<file path="src/rtl/rv_defs_pkg.sv">
// rv_defs_pkg: shared RISC-V opcode constants, nop encoding and fetch state type
package rv_defs_pkg;
  localparam logic [6:0] OP_LOAD   = 7'b0000011;
  localparam logic [6:0] OP_IMM    = 7'b0010011;
  localparam logic [6:0] OP_STORE  = 7'b0100011;
  localparam logic [6:0] OP_REG    = 7'b0110011;
  localparam logic [6:0] OP_BRANCH = 7'b1100011;
  localparam logic [6:0] OP_JALR   = 7'b1100111;
  localparam logic [6:0] OP_JAL    = 7'b1101111;
  localparam logic [31:0] NOP_INSN = 32'h0000_0013;
  typedef enum logic [1:0] {IDLE, FETCH, HOLD} fetch_state_e;
  function automatic logic is_illegal(input logic [31:0] w);
    return w[1:0] != 2'b11;
  endfunction
endpackage

</file>
<file path="src/rtl/fetch_pc.sv">
// fetch_pc: program counter register with hold / +4 / word-aligned redirect mux
module fetch_pc
  import rv_defs_pkg::*;
#(
  parameter logic [31:0] RESET_PC = 32'h0000_0000
) (
  input  logic        clk,
  input  logic        rst_n,
  input  logic        advance,
  input  logic        redirect,
  input  logic [31:0] redirect_pc,
  output logic [31:0] pc
);
  logic [31:0] pc_q, pc_d;
  // redirect beats the sequential advance; +4 wraps naturally at 2^32
  always_comb pc_d = redirect ? (redirect_pc & 32'hFFFF_FFFC) : advance ? pc_q + 32'd4 : pc_q;
  // pc register
  always_ff @(posedge clk or negedge rst_n)
    if (!rst_n) pc_q <= RESET_PC;
    else        pc_q <= pc_d;
  assign pc = pc_q;
endmodule

</file>
<file path="src/rtl/fetch_unit.sv">
// fetch_unit: instruction fetch FSM presenting memory words to decode with redirect support
module fetch_unit
  import rv_defs_pkg::*;
#(
  parameter logic [31:0] RESET_PC = 32'h0000_0000
) (
  input  logic        clk,
  input  logic        rst_n,
  output logic        imem_req,
  output logic [31:0] imem_addr,
  input  logic        imem_ready,
  input  logic [31:0] imem_rdata,
  output logic        insn_valid,
  input  logic        insn_ready,
  output logic [31:0] insn,
  output logic [6:0]  opcode,
  output logic [31:0] pc,
  output logic        illegal,
  input  logic        redirect,
  input  logic [31:0] redirect_pc,
  output logic [31:0] insn_count
);
  fetch_state_e state_q, state_d;
  logic [31:0] insn_q, count_q;
  logic        illegal_q;
  logic        accept, capture;
  assign accept  = (state_q == HOLD) && insn_ready;
  assign capture = (state_q == FETCH) && imem_ready && !redirect;
  fetch_pc #(.RESET_PC(RESET_PC)) u_pc (
    .clk        (clk),
    .rst_n      (rst_n),
    .advance    (accept),
    .redirect   (redirect),
    .redirect_pc(redirect_pc),
    .pc         (pc)
  );
  // next-state: redirect restarts fetch from any state
  always_comb begin
    state_d = state_q;
    if (redirect) state_d = FETCH;
    else
      case (state_q)
        IDLE:    state_d = FETCH;
        FETCH:   state_d = imem_ready ? HOLD : FETCH;
        HOLD:    state_d = insn_ready ? FETCH : HOLD;
        default: state_d = IDLE;
      endcase
  end
  // state register
  always_ff @(posedge clk or negedge rst_n)
    if (!rst_n) state_q <= IDLE;
    else        state_q <= state_d;
  // instruction capture and accepted-instruction counter
  always_ff @(posedge clk or negedge rst_n)
    if (!rst_n) begin
      insn_q    <= NOP_INSN;
      illegal_q <= 1'b0;
      count_q   <= '0;
    end else begin
      if (capture) begin
        insn_q    <= imem_rdata;
        illegal_q <= is_illegal(imem_rdata);
      end
      if (accept) count_q <= count_q + 32'd1;
    end
  assign imem_req   = state_q == FETCH;
  assign imem_addr  = pc;
  assign insn_valid = state_q == HOLD;
  assign insn       = insn_q;
  assign opcode     = insn_q[6:0];
  assign illegal    = illegal_q;
  assign insn_count = count_q;
endmodule

</file>
<file path="config.mk">
export PLATFORM = sky130hd
export DESIGN_NAME = fetch_unit
export DESIGN_NICKNAME = d
export VERILOG_FILES = /design/src/rtl/rv_defs_pkg.sv /design/src/rtl/fetch_pc.sv /design/src/rtl/fetch_unit.sv
export SDC_FILE = /design/constraint.sdc
export NUM_CORES = 1
export LEC_CHECK = 0
export BUFFER_PORTS_ARGS = -buffer_cell sky130_fd_sc_hd__buf_4
export CORE_ASPECT_RATIO = 1.4
export CORE_MARGIN = 10
export CORE_UTILIZATION = 25
export DETAILED_ROUTE_END_ITERATION = 8
export PLACE_DENSITY = 0.5
export REMOVE_ABC_BUFFERS = 1
export SETUP_SLACK_MARGIN = 0.2
export SYNTH_ARGS = -nofsm -noshare
export SYNTH_HDL_FRONTEND = slang
export SYNTH_HIERARCHICAL = 1
export SYNTH_SLANG_ARGS = --single-unit
</file>
<file path="constraint.sdc">
create_clock -name clk -period 7.14 [get_ports clk]
set_input_delay 0.714 -clock clk [delete_from_list [all_inputs] [get_ports clk]]
set_output_delay 0.714 -clock clk [all_outputs]
set_load 0.01 [all_outputs]
</file>
; Yosys cells after proc, flatten, opt, wreduce, memory -nomap -nowiden
; Cells that the tools add are included.
[totals]
ram_bits = 0
latchBits = 0
in_bits = 69
romBits = 0
mem_count = 0
reg_bits = 99
out_inout_bits = 138
word_cells = 22
[classes]
n_shift = 0
muxes = 6
n_eq_ne = 3
magnitude_cmp = 0
n_mul = 0
addsub = 2
n_bitwise = 0
n_div = 0
n_reduce_logical = 6
[op_table]
columns = operator, n
row1 = $mux W32, 2
row2 = $add A32 B1 Y32 const B, 1
row3 = $add A32 B3 Y32 const B, 1
row4 = $mux W2, 3
row5 = $pmux W2 S3, 1
row6 = $logic_and A1 B1 Y1, 3
row7 = $eq A2 B1 Y1 const B, 1
row8 = $eq A2 B2 Y1 const B, 1
row9 = $logic_not A2 Y1, 1
row10 = $ne A2 B2 Y1 const B, 1
row11 = $reduce_bool A2 Y1, 1
row12 = $logic_not A1 Y1, 1

; Logic depth before layout (Yosys ltp)
; Gate-level depths: netlist of the first run.
[depth]
depth_word = 4
ltp_mapped = 9
depth_no_buf = 6

; By module
; The synthesis of the first run kept the hierarchy.
[modules_own_cells]
columns = mod, cells_per_inst, instances, area_per_inst_um2, seq_area_each_um2
row1 = fetch_unit, 247, 1, 3104.2, 1680.4
row2 = fetch_pc, 198, 1, 1751.7, 750.7

; Least setup slack after synthesis of the first run
; Ideal clock, no wire load.
[synth_path]
path_kind = register -> register
startpoint = reg state_q[1]
endpoint = reg u_pc.pc_q[20], in the netlist u_pc/pc[20]
setup_time_ns = 0.082
n_path_buf = 2
synth_period_minus_slack_ns = 2.424
required_time_ns = 7.058
path_stages_with_launch = 9
arrival_ns = 2.342
slack_ns = 4.716
path_cell_list = dfrtp_1 -> nor2b_1 -> and2_1 -> clkbuf_1 -> and3_1 -> nand4_4 -> buf_6 -> or4_1 -> a31oi_1
[synth_via]
elab_chain_cells = 3
[synth_rtl]
columns = item, line
row1 = start: declaration, fetch_unit.sv:23  ; fetch_state_e state_q, state_d;
row2 = start signal: assignment, fetch_unit.sv:52  ; else state_q <= state_d;
row3 = $eq A2 B2 Y1, -
row4 = net insn_valid, fetch_unit.sv:13  ; output logic insn_valid,
row5 = $logic_and A1 B1 Y1, fetch_unit.sv:27  ; assign accept = (state_q == HOLD) && insn_ready;
row6 = net accept, fetch_unit.sv:26  ; logic accept, capture;
row7 = $reduce_bool A2 Y1 (no source line), -
row8 = end signal: assignment, fetch_pc.sv:20  ; else pc_q <= pc_d;
row9 = end: declaration, fetch_pc.sv:14  ; logic [31:0] pc_q, pc_d;
; The timed path passes the listed nets, and every way through them passes these cells.
; A chain may end at the register's enable or synchronous reset.

; Worst setup path after layout of the first run
[layout_path]
startpoint = reg state_q[1]
endpoint = reg u_pc.pc_q[19], in the netlist u_pc/pc[19]
[layout_via]
elab_chain_cells = 3
[layout_rtl]
columns = item, line
row1 = $eq A2 B2 Y1, fetch_unit.sv:27
row2 = $logic_and A1 B1 Y1, fetch_unit.sv:27
row3 = $reduce_bool A2 Y1 (no source line), -
; No other way between the ends.

==> out/metrics.csv, run 1 <==
stage;metric;value;unit
status;outcome;finished, final reports clean;
critical_path;CP endpoint kind;register;
critical_path;reg2reg path depth;6;
sta;unrepaired setup endpoints after global routing;false;
sta;final slew viol count;0;
synthesis;largest family of logic cells by synthesized area;simple AND/OR/NAND/NOR gates;
placed_design;RePlAce Congestion;0.781;
synthesis;Yosys top cell area share;0.484;
clock_network;Skew-Pair Late Insertion Delay;0.35;ns
synthesis;top post-synthesis cells by area;dfrtp_1, buf_4, xnor2_1;
critical_path;Setup CP Type;reg2reg;
global_route;Remaining Overflow, GRT;0;
synthesis;XOR/XNOR Fraction of Synth Area;0.0794;
synthesis;yosys warns;6;
critical_path;crit path from;state_q[1];
sta;Slew HR;0.376;
clock_network;CTS tree;done;
clock_network;clk slew on worst S/H paths;0.08;ns
clock_network;CTS H-tree depth;3;
critical_path;r2r endpoint;u_pc/pc[19];
synthesis;async set or reset register ratio after synthesis;1.00;
layout;antenna cells;0;
synthesis;mapped cell area;4860;um^2
route;DRC violation total after the first TritonRoute iteration;173;
layout;ratio of cells with drive above 1 in the final layout;0.415;
placed_design;number of buffers inserted by port buffering;200;
floorplan;die area;25500;um^2
synthesis;#FFs+latches synth;97;
layout;nets@finish;673;
sta;Final period util;0.415;
clock_network;Post-CTS Resized;0;
floorplan;row cnt;60;
global_route;vias in the first global route;4171;
floorplan;overall die width;138;um
floorplan;Starting Density;0.254;
synthesis;Distinct cells, synth;39;
sta;maximum clock frequency;0.338;GHz
synthesis;mux cell area share after synthesis;0.0786;
layout;Post-Layout Inst Area;6620;um^2
layout;fillers;1970;
global_route;largest net degree at the start of global routing;70;
sta;WHS;0.274;ns
global_route;gr usage total;0.113;
clock_network;clock sinks;97;
global_route;initial antenna violation count;0;
layout;most frequent cells in the layout;buf_4, dfrtp_1, nand2_1;
job;max-cap check violation count;0;
sta;Fin. Hold Viols;0;
critical_path;R2R Path Start;state_q[1];
layout;leading cell type in the layout, fill and taps excluded;buf_4;
worst_hold_path;HP Class;in2async;
route;DRC Markers;0;
route;vias;3932;
layout;final core occ;0.346;
clock_network;CTS max path bufs;2;
route;post-route antenna net violation count;0;
sta;setup TNS;0;ns
critical_path;crit start category;register;
synthesis;post-synthesis adder-cell area fraction;0.00515;
floorplan;Die Y;185;um
sta;minimum clock period;2.96;ns
sta;worst-margin pin slew;0.934;ns
floorplan;num ports;207;
critical_path;crit path DAT;3.23;ns
critical_path;Worst R2R Setup Slack;4.18;ns
floorplan;core area;19100;um^2
clock_network;Root Buffer;clkbuf_16;
synthesis;Seq/Total Area, Yosys;0.501;
synthesis;Most used DFF post-synth;dfrtp_1;
placed_design;Detail Placement HPWL;11300;um
clock_network;TritonCTS Buffers;9;
route;drt pass-1 iters;7;
clock_network;cts hold-fix bufs;0;
route;Routed WL;14800;um
synthesis;Synth area leader;dfrtp_1;
sta;clk_skew;0.00943;ns
power;Leakage;3.03;nW
sta;setup violators final;0;
global_route;first-pass GRT wire length;22500;um
layout;Synth-to-Final Area Change;36.3;%
synthesis;post-synthesis compound-gate area fraction;0.0631;
clock_network;postcts setup bufs;0;
synthesis;EDFF count, synth;0;
critical_path;CP required;7.41;ns
critical_path;Crit Path Max Fanout;13;
route;drt wl/cell;17.3;um
placed_design;Post-DP Area;6300;um^2
power;Peak VDD IR;0.0897;mV
synthesis;Post-Syn Instances;445;
synthesis;Synth Area in Simple Gates;0.188;
route;Vias/cell;4.60;
power;PD cells;235;nW/um^2
synthesis;syn avg cell area;10.9;um^2
-- cell families (layout without fill, tap and decap cells) --
| family | after synthesis | after routing |
|---|---|---|
| flops | 97 | 97 |
| fa+ha+maj | 2 | 2 |
| buf+inv | 62 | 223 |
| simple gates | 155 | 155 |
| mux | 34 | 34 |
| other cells | 1 | 2 |
| xor+xnor | 44 | 44 |
| compound gates | 50 | 50 |
-- sequential cells by signal, summed over array words and instances (netlist names) --
name / flops
insn: 32
insn_count: 32
u_pc/pc: 30
state_q: 2
illegal: 1
-- cell usage after synthesis, types with 3 or more instances --
cell type,n
xnor2_1,33
a31oi_1,17
o21ai_0,19
nand3_1,24
mux2_2,23
nor2_1,25
dfstp_2,3
nor4_4,3
nand2_1,36
o31ai_1,12
mux2_1,10
inv_1,5
nand4_1,19
nor3_1,6
and3_1,7
dfrtp_1,94
or4_1,12
xor2_1,11
and4_1,6
clkbuf_1,8
buf_2,6
buf_4,41
-- power by group --
part / internal [mW] / switching [mW]
Combinational: 0.186 / 0.150
Sequential: 0.618 / 0.0659
Clock: 0.311 / 0.229
-- worst max path at each step --
stage          slack, ns  depth (start not counted)     endpoint
4_1_cts             4.11                          6  u_pc/pc[19]
5_1_grt             3.90                          6  u_pc/pc[19]
3_3_place_gp        4.12                          6  u_pc/pc[19]
3_5_place_dp        4.04                          6  u_pc/pc[19]
2_1_floorplan       4.70                          6  u_pc/pc[19]
6_report            4.18                          6  u_pc/pc[19]
-- per-stage QoR --
step           total power, mW  setup slack, ns  cells
4_1_cts                   1.59             4.11    855
5_1_grt                   1.64             3.90    855
3_5_place_dp              1.04             4.04    839
6_report                  1.56             4.18    855
2_1_floorplan            0.809             4.70    389
3_3_place_gp              1.03             4.12    839
-- final cells by class --
cell class              instances  area, um^2  share of cell area
clock buffers                   9         225              0.0340
clock inverters                 7        98.8              0.0149
inverters                       5        18.8             0.00284
multi-input cells             287        2020               0.305
flip-flops and latches         97        2430               0.367
well taps                     248         310              0.0469
repair buffers                202        1520               0.229
-- worst max-delay path: stages (launching register included) --
cell and delay [ns]:
dfrtp_1 0.45, nor2b_1 0.25, and2_1 0.43, and4_1 0.42, nand4_1 0.54, or4_1 0.60, a31oi_1 0.18
-- layer usage --
layer | vias up | global-route usage | part of all wire
li1 | 1864 | - | -
met1 | 1949 | 0.121 | 0.37
met2 | 110 | 0.203 | 0.55
met3 | 9 | 0.0355 | 0.068
met4 | 0 | 0.0364 | 0.011
met5 | - | 0 | 0
Power figures use the tool's default switching activity.
==> run 2, diff against run 1 <==
- clock period: 7.14 -> 2.9 ns (I/O delays scaled with it)
==> run 2 against run 1 <==
  * Die area unchanged
  * Sequential share of layout area grew 0.15 points
  * Hold slack worse by 0.23 ns
  * Clock power is 110% higher
  * Via count is 0.99% higher
  * Critical path depth stayed put
  * Total power increased by 130%
  * Maximum frequency rose by 20%
  * Cell area is 0.40% lower
  * First-iteration DRC count down 1.7%
  * Global-route usage hardly changed
  * Register-to-register slack lost 3.8 ns
==> out/metrics.csv, run 2 (synthesized netlist as in run 1, its figures left out) <==
stage;metric;value;unit
sta;setup violators final;0;
critical_path;crit path from;state_q[1];
route;DRC Markers;0;
global_route;initial antenna violation count;0;
placed_design;RePlAce Congestion;0.797;
sta;final slew viol count;0;
critical_path;R2R Path Start;state_q[1];
clock_network;TritonCTS Buffers;9;
critical_path;CP endpoint kind;register;
clock_network;clock sinks;97;
layout;antenna cells;0;
sta;setup TNS;0;ns
global_route;largest net degree at the start of global routing;72;
sta;WHS;0.0480;ns
critical_path;CP required;3.16;ns
power;Overall Power;3.65;mW
critical_path;Crit Path Max Fanout;6;
layout;leading cell type in the layout, fill and taps excluded;buf_4;
clock_network;clk slew on worst S/H paths;0.07;ns
placed_design;number of buffers inserted by port buffering;200;
route;vias;3971;
layout;Synth-to-Final Area Change;35.8;%
route;Routed WL;14800;um
sta;minimum clock period;2.48;ns
layout;ratio of cells with drive above 1 in the final layout;0.415;
sta;Final period util;0.854;
critical_path;crit path DAT;2.74;ns
placed_design;Detail Placement HPWL;11400;um
route;DRC violation total after the first TritonRoute iteration;170;
route;Vias/cell;4.63;
critical_path;Setup CP Type;reg2reg;
route;drt pass-1 iters;4;
route;post-route antenna net violation count;0;
global_route;gr usage total;0.112;
power;Leakage;3.02;nW
worst_hold_path;HP Class;in2async;
floorplan;num ports;207;
layout;final core occ;0.344;
critical_path;reg2reg path depth;6;
sta;clk_skew;0.0113;ns
clock_network;Skew-Pair Late Insertion Delay;0.35;ns
layout;most frequent cells in the layout;buf_4, dfrtp_1, nand2_1;
power;Peak VDD IR;0.239;mV
sta;worst-margin pin slew;0.963;ns
floorplan;row cnt;60;
sta;Slew HR;0.358;
route;drt wl/cell;17.3;um
floorplan;overall die width;138;um
layout;Post-Layout Inst Area;6590;um^2
clock_network;Post-CTS Resized;0;
critical_path;r2r endpoint;u_pc/pc[31];
global_route;first-pass GRT wire length;22400;um
sta;Fin. Hold Viols;0;
floorplan;die area;25500;um^2
clock_network;Root Buffer;clkbuf_16;
critical_path;crit start category;register;
floorplan;core area;19100;um^2
sta;maximum clock frequency;0.404;GHz
global_route;Remaining Overflow, GRT;0;
power;PD cells;554;nW/um^2
clock_network;CTS max path bufs;2;
critical_path;Setup crit end;u_pc/pc[31];
clock_network;CTS tree;done;
job;max-cap check violation count;0;
global_route;vias in the first global route;4208;
clock_network;cts hold-fix bufs;0;
sta;unrepaired setup endpoints after global routing;false;
status;outcome;finished, final reports clean;
layout;nets@finish;676;
placed_design;Post-DP Area;6320;um^2
critical_path;Worst R2R Setup Slack;0.42;ns
floorplan;Die Y;185;um
clock_network;CTS H-tree depth;3;
clock_network;postcts setup bufs;0;
floorplan;Starting Density;0.254;
run 2: cell types whose count changed in the layout (fill, tap and decap cells not counted):
cell and delta:
buf_4 +3, inv_6 -3, bufinv_16 -2, clkbuf_1 +2, clkbuf_8 +1, clkinv_4 +1
clkinvlp_4 +1
run 2: worst min-delay path by stage:
stage / start / to / cells after the start
6_report: rst_n / insn[16] / 1
3_5_place_dp: insn_count[31] / insn_count[31] / 1
4_1_cts: rst_n / insn[16] / 1
5_1_grt: imem_rdata[1] / illegal / 2
2_1_floorplan: rst_n / illegal / 0
3_3_place_gp: insn_count[31] / insn_count[31] / 1
run 2: cell type report:
| type | instances | area [um^2] |
|---|---|---|
| Fill cell | 1973 | 12500 |
| Clock inverter | 4 | 28.8 |
| Inverter | 5 | 18.8 |
| Multi-Input combinational cell | 287 | 2020 |
| Tap cell | 248 | 310 |
| Sequential cell | 97 | 2430 |
| Timing Repair Buffer | 205 | 1540 |
| Clock buffer | 12 | 246 |
run 2: worst max-delay path: stages, from the launching register on:
cell,delay [ns]
dfrtp_1,0.45
nor2b_1,0.24
and2_1,0.27
and4_1,0.38
nand4_1,0.31
or4_1,0.56
a31oi_1,0.19
run 2: metal layers:
layer | track usage | part of all wire | vias up
met5 | 0 | 0 | -
met4 | 0.0402 | 0.017 | 0
met3 | 0.0334 | 0.068 | 21
met2 | 0.200 | 0.53 | 135
met1 | 0.122 | 0.39 | 1953
li1 | - | - | 1862
run 2: through the flow:
step,cells,worst slack [ns]
4_1_cts,858,0.423
3_3_place_gp,842,0.522
3_5_place_dp,842,0.429
2_1_floorplan,389,0.462
5_1_grt,858,0.223
6_report,858,0.424
run 2: power by group:
group / total [mW] / switching, mW / leakage (nW) / internal [mW]
combinational: 0.828 / 0.368 / 1.69 / 0.460
clock: 1.14 / 0.533 / 0.129 / 0.607
sequential: 1.68 / 0.161 / 1.19 / 1.52
total: 3.65 / 1.06 / 3.02 / 2.59
==> run 3, diff against run 2 <==
- RECOVER_POWER: default -> 25
==> run 3 against run 2 <==
  * The flow now finishes with violations (capacitance limit, slew limit)
  * Utilization hardly changed
  * Worst setup slack is essentially flat
  * Sequential power hardly changed
  * Non-clock buffer count stayed put
  * Combinational power is essentially flat
  * Clock skew hardly changed
  * Final cell count is the same
  * First-iteration DRC count shrank 0.59%
  * Global-route usage is the same
  * Total power about the same
  * Clock-buffer cell count did not move
  * Critical path type unchanged
==> out/metrics.csv, run 3 (synthesized netlist as in run 1, its figures left out) <==
stage;metric;value;unit
sta;minimum clock period;2.48;ns
power;Peak VDD IR;0.239;mV
route;Routed WL;14800;um
layout;antenna cells;0;
global_route;largest net degree at the start of global routing;72;
clock_network;CTS max path bufs;2;
floorplan;die area;25500;um^2
status;failing checks;capacitance limit, slew limit;
floorplan;core area;19100;um^2
critical_path;R2R Path Start;state_q[1];
power;Logic pwr share;0.227;
global_route;initial antenna violation count;0;
sta;maximum clock frequency;0.404;GHz
critical_path;crit path DAT;2.74;ns
layout;final core occ;0.344;
clock_network;Skew-Pair Late Insertion Delay;0.35;ns
sta;final slew viol count;72;
placed_design;Place WS;0.429;ns
power;Clock Power Share;0.312;
status;outcome;finished with violations;
floorplan;Die Y;185;um
floorplan;overall die width;138;um
route;drt wl/cell;17.3;um
critical_path;Crit Path Max Fanout;6;
floorplan;num ports;207;
clock_network;clock sinks;97;
layout;ratio of cells with drive above 1 in the final layout;0.413;
clock_network;postcts setup bufs;0;
layout;leading cell type in the layout, fill and taps excluded;buf_4;
route;drt pass-1 iters;4;
sta;setup slack after layout;0.424;ns
route;DRC Markers;0;
clock_network;clk slew on worst S/H paths;0.07;ns
global_route;gr usage total;0.112;
power;PD cells;554;nW/um^2
route;Vias/cell;4.63;
critical_path;Setup CP Type;reg2reg;
sta;Fin. Hold Viols;0;
worst_hold_path;HP Class;in2reg;
global_route;Remaining Overflow, GRT;0;
floorplan;Starting Density;0.254;
critical_path;crit start category;register;
power;Leakage;3.01;nW
route;post-route antenna net violation count;0;
critical_path;CP endpoint kind;register;
power;total net switching power;1.06;mW
layout;nets@finish;676;
worst_hold_path;worst hold start;imem_rdata[1];
placed_design;RePlAce Congestion;0.797;
critical_path;CP required;3.16;ns
placed_design;number of buffers inserted by port buffering;200;
clock_network;cts hold-fix bufs;0;
route;vias;3970;
layout;most frequent cells in the layout;buf_4, dfrtp_1, nand2_1;
power;Sw Ratio;0.291;
sta;Final period util;0.854;
sta;clk_skew;0.0113;ns
global_route;first-pass GRT wire length;22400;um
clock_network;TritonCTS Buffers;9;
clock_network;CTS H-tree depth;3;
placed_design;Detail Placement HPWL;11400;um
clock_network;Post-CTS Resized;0;
sta;worst-margin pin slew;1.88;ns
sta;setup TNS;0;ns
power;Overall Power;3.65;mW
critical_path;crit path from;state_q[1];
sta;unrepaired setup endpoints after global routing;false;
clock_network;CTS tree;done;
sta;setup violators final;0;
sta;Slew HR;-0.250;
layout;Synth-to-Final Area Change;35.7;%
power;sequential fraction of design power;0.461;
global_route;vias in the first global route;4208;
floorplan;row cnt;60;
job;max-cap check violation count;1;
power;internal power;2.59;mW
route;DRC violation total after the first TritonRoute iteration;169;
clock_network;Root Buffer;clkbuf_16;
-- run 3: changes by cell type in the layout (fill, tap and decap cells not counted), sizes merged --
cell and delta:
buf -2, clkbuf +2
-- run 3: per-stage QoR --
| step | instance area [um^2] | instances | hold WS [ns] |
|---|---|---|---|
| floorplan | 4470 | 389 | -0.00559 |
| global placement | 6320 | 842 | 0.465 |
| detailed placement | 6320 | 842 | 0.466 |
| CTS | 6590 | 858 | 0.120 |
| global route | 6590 | 858 | 0.134 |
| finish | 6590 | 858 | 0.136 |
-- run 3: worst paths after layout --
check | end | slack, ns | cells past startpoint
worst max-delay path | u_pc/pc[31] | 0.42 | 6
worst min-delay path | illegal | 0.14 | 2
worst max register to register | u_pc/pc[31] | 0.42 | 6
worst min register to register | insn_count[31] | 0.48 | 1
max in group asynchronous | insn[11] | 0.95 | 2
min in group asynchronous | insn[16] | 0.41 | 1
-- run 3: cell type report --
cell class / count / area, um^2
clock buffers: 12 / 246
flip-flops and latches: 97 / 2430
clock inverters: 4 / 28.8
fillers: 1975 / 12600
repair buffers: 205 / 1530
inverters: 5 / 18.8
well taps: 248 / 310
multi-input cells: 287 / 2020
-- run 3: power by group through the flow --
stage	clock network [mW]	logic, mW	registers (mW)
finish	1.14	0.827	1.68
global route	1.23	0.894	1.71
CTS	1.19	0.852	1.69
detailed placement	0	0.850	1.71
global placement	0	0.842	1.70
floorplan	0	0.206	1.79
-- run 3: worst max-delay path, cell delays in order, from the launching register on --
cell and delay [ns]:
dfrtp_1 0.45, nor2b_1 0.24, and2_1 0.27, and4_1 0.38, nand4_1 0.31, or4_1 0.56
a31oi_1 0.19
-- run 3: per-layer routing --
metal | vias up | wire, um | track usage
met2 | 135 | 7820 | 0.200
li1 | 1862 | - | -
met5 | - | 0 | 0
met4 | 0 | 252 | 0.0402
met1 | 1952 | 5720 | 0.122
met3 | 21 | 1010 | 0.0334
